<file path="src/rtl/rr_multichannel_recorder.sv">
// rr_multichannel_recorder: N-channel record stage. Each channel is a
// valid/ready stream buffered by its own FIFO; all beats accepted in a cycle
// are coalesced into one log record, and a stalled log bus blocks acceptance
// so no event is lost.
module rr_multichannel_recorder #(
  parameter int unsigned        CH_CNT     = 5,
  parameter int unsigned        DATA_W     = 64,
  parameter logic [CH_CNT-1:0]  LOGB_MASK  = '1,
  parameter int unsigned        PIPE_DEPTH = 4,
  parameter int unsigned        CNT_W      = 32
) (
  input  logic                       clk,
  input  logic                       sync_rst,
  input  logic                       record_en,
  input  logic [CH_CNT-1:0]          in_valid,
  output logic [CH_CNT-1:0]          in_ready,
  input  logic [CH_CNT*DATA_W-1:0]   in_data,
  output logic [CH_CNT-1:0]          out_valid,
  input  logic [CH_CNT-1:0]          out_ready,
  output logic [CH_CNT*DATA_W-1:0]   out_data,
  output logic [CH_CNT-1:0]          loge_valid,
  output logic [CH_CNT-1:0]          logb_valid,
  output logic [CH_CNT*DATA_W-1:0]   logb_data,
  output logic                       log_valid,
  input  logic                       log_ready,
  output logic [CH_CNT*CNT_W-1:0]    evt_cnt
);

  localparam int unsigned PTR_W = (PIPE_DEPTH > 1) ? $clog2(PIPE_DEPTH) : 1;
  localparam int unsigned OCC_W = PTR_W + 1;

  logic [CH_CNT-1:0]        w_fire;
  logic [CH_CNT-1:0]        w_full;
  logic [CH_CNT-1:0]        w_pop;
  logic                     w_stall_n;
  logic [CH_CNT*DATA_W-1:0] w_logb_next;
  logic [CH_CNT-1:0]        r_loge;
  logic [CH_CNT*DATA_W-1:0] r_logb_data;

  // A pending record that the log bus will not take this cycle blocks every
  // channel; in pass-through mode the log register never fills from fires.
  assign w_stall_n  = ~log_valid | log_ready | ~record_en;
  assign in_ready   = ~w_full & {CH_CNT{w_stall_n & ~sync_rst}};
  assign w_fire     = in_valid & in_ready;

  assign loge_valid = r_loge;
  assign logb_valid = r_loge & LOGB_MASK;
  assign logb_data  = r_logb_data;
  assign log_valid  = |r_loge;

  for (genvar g = 0; g < CH_CNT; g++) begin : g_ch
    logic [DATA_W-1:0] r_mem [PIPE_DEPTH];
    logic [PTR_W-1:0]  r_wr_ptr;
    logic [PTR_W-1:0]  r_rd_ptr;
    logic [OCC_W-1:0]  r_occ;
    logic [CNT_W-1:0]  r_evt;

    assign w_full[g]                       = (r_occ == OCC_W'(PIPE_DEPTH));
    assign out_valid[g]                    = (r_occ != '0);
    assign out_data[g*DATA_W +: DATA_W]    = r_mem[r_rd_ptr];
    assign w_pop[g]                        = out_valid[g] & out_ready[g];
    assign evt_cnt[g*CNT_W +: CNT_W]       = r_evt;
    assign w_logb_next[g*DATA_W +: DATA_W] = (w_fire[g] && LOGB_MASK[g]) ?
                                             in_data[g*DATA_W +: DATA_W] : '0;

    // FIFO storage write; contents are don't-care while the FIFO is empty
    always_ff @(posedge clk) begin
      if (w_fire[g]) begin
        r_mem[r_wr_ptr] <= in_data[g*DATA_W +: DATA_W];
      end
    end

    // FIFO pointers and occupancy; simultaneous push and pop keep the count
    always_ff @(posedge clk) begin
      if (sync_rst) begin
        r_wr_ptr <= '0;
        r_rd_ptr <= '0;
        r_occ    <= '0;
      end else begin
        if (w_fire[g]) r_wr_ptr <= r_wr_ptr + PTR_W'(1);
        if (w_pop[g])  r_rd_ptr <= r_rd_ptr + PTR_W'(1);
        case ({w_fire[g], w_pop[g]})
          2'b10:   r_occ <= r_occ + OCC_W'(1);
          2'b01:   r_occ <= r_occ - OCC_W'(1);
          default: r_occ <= r_occ;
        endcase
      end
    end

    // Per-channel logged-beat counter, wraps freely
    always_ff @(posedge clk) begin
      if (sync_rst) begin
        r_evt <= '0;
      end else if (w_fire[g] && record_en) begin
        r_evt <= r_evt + CNT_W'(1);
      end
    end
  end

  // Log record: new fires load with no bubble, otherwise drain on log_ready
  always_ff @(posedge clk) begin
    if (sync_rst) begin
      r_loge      <= '0;
      r_logb_data <= '0;
    end else if (record_en && (|w_fire)) begin
      r_loge      <= w_fire;
      r_logb_data <= w_logb_next;
    end else if (log_ready) begin
      r_loge      <= '0;
      r_logb_data <= '0;
    end
  end

endmodule

</file>
<file path="config.mk">
export PLATFORM = sky130hd
export DESIGN_NAME = rr_multichannel_recorder
export DESIGN_NICKNAME = d
export VERILOG_FILES = /design/src/rtl/rr_multichannel_recorder.sv
export SDC_FILE = /design/constraint.sdc
export NUM_CORES = 2
export LEC_CHECK = 0
export BUFFER_PORTS_ARGS = -buffer_cell sky130_fd_sc_hd__buf_2
export CAP_MARGIN = 20
export CORE_ASPECT_RATIO = 1.25
export CORE_MARGIN = 8
export CORE_UTILIZATION = 30
export DETAILED_ROUTE_END_ITERATION = 10
export PLACE_DENSITY_LB_ADDON = 0.1
export SKIP_CTS_REPAIR_TIMING = 1
export SLEW_MARGIN = 20
export SYNTH_ARGS = -nofsm -noshare
export SYNTH_HDL_FRONTEND = slang
export SYNTH_SLANG_ARGS = --single-unit
</file>
<file path="constraint.sdc">
create_clock -name clk -period 4.3 [get_ports clk]
set_input_delay 0.645 -clock clk [delete_from_list [all_inputs] [get_ports clk]]
set_output_delay 0.645 -clock clk [all_outputs]
set_load 0.01 [all_outputs]
</file>
==> results by group <==
Timing
  • Clock skew: between 0.05 and 0.06 ns
  • Setup TNS: 0 ns
  • Final setup vio count: 0
  • Fin crit share: between 80% and 90%
  • Fmax: slightly below 300 MHz
  • Rel. slew slack: 31.0%
  • Final Hold Fails: 0
  • Slew @ Worst Pin: 1.03 ns
  • Final-report max-slew violation count: 0
  • Post-route setup slack: 0.828 ns
  • Unrepaired setup endpoints after global routing: false
  • Final min period: 3.47 ns

Place
  • Post-placement setup slack: 0.736 ns
  • Routability congestion estimate: roughly 0.76
  • I/O Buffers: 1154
  • Dpl hpwl: 152000 um
  • Placed inst area: 0.0757 sq mm

GRT
  • Global-route wire length before repair: approximately 300000 um
  • Largest net degree at the start of global routing: slightly above 80
  • Congestion Overflow GR: 0
  • Total GRT Usage: 17.5%
  • Number of global-route vias before repair: 39.9k
  • Initial antenna violation count: 21

Synthesis
  • Seq/Total Area, Yosys: 74.4%
  • Number of enable flip-flop cells after synthesis: roughly 1.3k
  • Warnings, synthesis: 0
  • Distinct cells, synth: between 50 and 60
  • Synth Instances: 3681
  • FFs w/ async S/R, synth: 0%
  • Mapped Avg Cell Area: ~18 sq um
  • Syn Nets: 4050
  • Synth Flop Type: edfxtp_1
  • Synth Cell Area: roughly 0.066 sq mm
  • Yosys reg bits: about 1.8k

Route
  • DR DRC count: 0
  • DRT Wirelength: 215000 um
  • Initial drt markers: 2449
  • Via total after detailed routing: 38.8k
  • Post-DR vias/cell: slightly below 5
  • Drt wl/cell: 26.6 um
  • Routed Antenna Nets: 0
  • Initial DRT Pass Iterations: 5

Hold path
  • WHS Path Cells: 1
  • Worst hold path type: primary input to register

Cells and area
  • Most frequent cells in the layout: 1280 x edfxtp_1, 1153 x buf_2, 520 x dfxtp_1, 320 x mux4_2, 256 x a22o_1
  • Area Overhead vs Synth: 25.7%
  • Most common cell after layout, fill and taps aside: edfxtp_1
  • Layout cells sized above 1: 37.1%
  • Finished Cell Area: 0.0829 sq mm
  • Layout Nets: 5353
  • Final core occ: 37.9%

Clocking
  • Clock tree from TritonCTS: done
  • Clock Path Buffers: 4
  • Worst-path clk slew: 0.06 ns
  • Root buffer cell: clkbuf_16
  • CTS H-tree lvls: 4
  • Clock buffer count from CTS: between 150 and 200
  • Clk sinks: 1810
  • Later-pin clock latency in the skew report: 0.85 ns

Die
  • Core ar.: 0.219 sq mm
  • FP Rows: 192
  • Starting density of the core: between 30% and 40%
  • Die Ht: 540 um
  • Die Area: around 0.24 sq mm
  • Die width: 435 um
  • Ports: around 1.2k

Setup path
  • Required @ worst endpoint: between 3 and 4 ns
  • CP Launch Type: register
  • Crit end category: output port
  • Crit Path Max Fanout: 37
  • R2R cell count: 6
  • Kind of critical path: register to output port
  • Crit path arrival time: 2.83 ns

Run status
  • Run status: finished clean

Pwr
  • Worst VDD drop: 0.361 mV
  • LEAKAGE: 0.0295 uW
  • PwrDens: roughly 560 mW/mm^2

Flow run
  • Max cap viols: 0
layer usage:
metal	vias to the layer above	routed length (um)	track usage (%)
li1	17306	-	-
met1	19982	84600	20.9
met2	1202	106000	29.8
met3	294	17500	6.19
met4	4	6190	4.84
met5	-	27	0
power breakdown:
group	switching (uW)	internal (uW)	total [uW]
logic	5070	3790	8860
registers	645	19900	20500
clock network	6990	9920	16900
total	12700	33600	46300
sequential cells by signal, indices dropped and copies added, names as in the netlist, named ones only:
| register | cells |
|---|---|
| logb_valid | 5 |
| g_ch.r_wr_ptr | 10 |
| g_ch.r_occ | 15 |
| g_ch.r_rd_ptr | 10 |
| logb_data | 320 |
| g_ch.r_evt | 160 |
| g_ch.r_mem | 1280 |
cells in the mapped netlist (2+ instances only):
cell type	count	share of area (%)
or3_1	42	0.40
mux4_2	320	11
nor2b_1	16	0.15
dfxtp_1	530	16
mux2i_1	10	0.15
xor2_1	27	0.36
nand2_1	88	0.50
o41ai_1	8	0.11
nand3_1	61	0.46
buf_1	49	0.28
and3_1	15	0.14
a21o_1	12	0.14
or2_2	7	0.066
ha_1	30	0.57
mux2_2	12	0.20
nand4_1	39	0.37
nand3b_1	4	0.046
fa_1	5	0.15
edfxtp_1	1280	58
o21ai_0	36	0.27
and2_1	33	0.31
o211ai_1	2	0.023
xnor2_1	68	0.90
inv_1	62	0.35
a32oi_1	64	0.85
o311ai_0	4	0.053
or3b_2	5	0.066
clkbuf_1	132	0.75
and4_1	13	0.17
nor3_1	23	0.17
a21oi_1	80	0.61
o31ai_1	22	0.25
or4_1	29	0.33
a22o_1	256	3.4
nor4_1	38	0.36
buf_2	22	0.17
buf_4	5	0.057
nor2_1	216	1.2
nor4b_1	4	0.053
cell families after synthesis:
family	Yosys count	share of synthesized area (%)
compound gates	487	5.74
xor+xnor	95	1.26
fa+ha+maj	35	0.721
buf+inv	271	1.62
flops	1810	74.4
mux	342	11.3
simple gates	641	4.98
final cells by class:
cell class,instances,area (sq um)
Fill cell,20516,136000
Antenna cell,12,30.0
Inverter,62,233
Sequential cell,1810,49100
Clock inverter,86,858
Tap cell,2910,3640
Multi-Input combinational cell,1600,15900
Clock buffer,273,5530
Timing Repair Buffer,1312,7580
metrics by stage:
| step | instances | power [uW] | hold slack [ns] |
|---|---|---|---|
| 2_1_floorplan | 3681 | 25700 | 0.462 |
| 3_3_place_gp | 7619 | 30000 | 0.451 |
| 3_5_place_dp | 7619 | 30000 | 0.451 |
| 4_1_cts | 7978 | 47200 | -0.0665 |
| 5_1_grt | 8058 | 48400 | -0.00559 |
| 6_report | 8065 | 46300 | 0.0594 |
critical path, cell delays in order, from the launching register on:
cell and delay, ns:
dfxtp_4 0.85, buf_4 0.35, mux4_2 0.55, buf_2 0.16
worst paths after layout:
kind                                                  start                             end  slack, ns
worst min register to register  logb_data[213]$_SDFFE_PP0P_     logb_data[213]$_SDFFE_PP0P_       0.47
worst min-delay path                            in_data[19]  g_ch[0].r_mem[1][19]$_DFFE_PP_       0.06
worst max-delay path                               register                   out_data[272]       0.83
worst max register to register   logb_valid[3]$_SDFFE_PP0P_  g_ch[1].r_evt[31]$_SDFFE_PP0P_       1.07
Note: power is estimated with default switching activity, not from simulation.
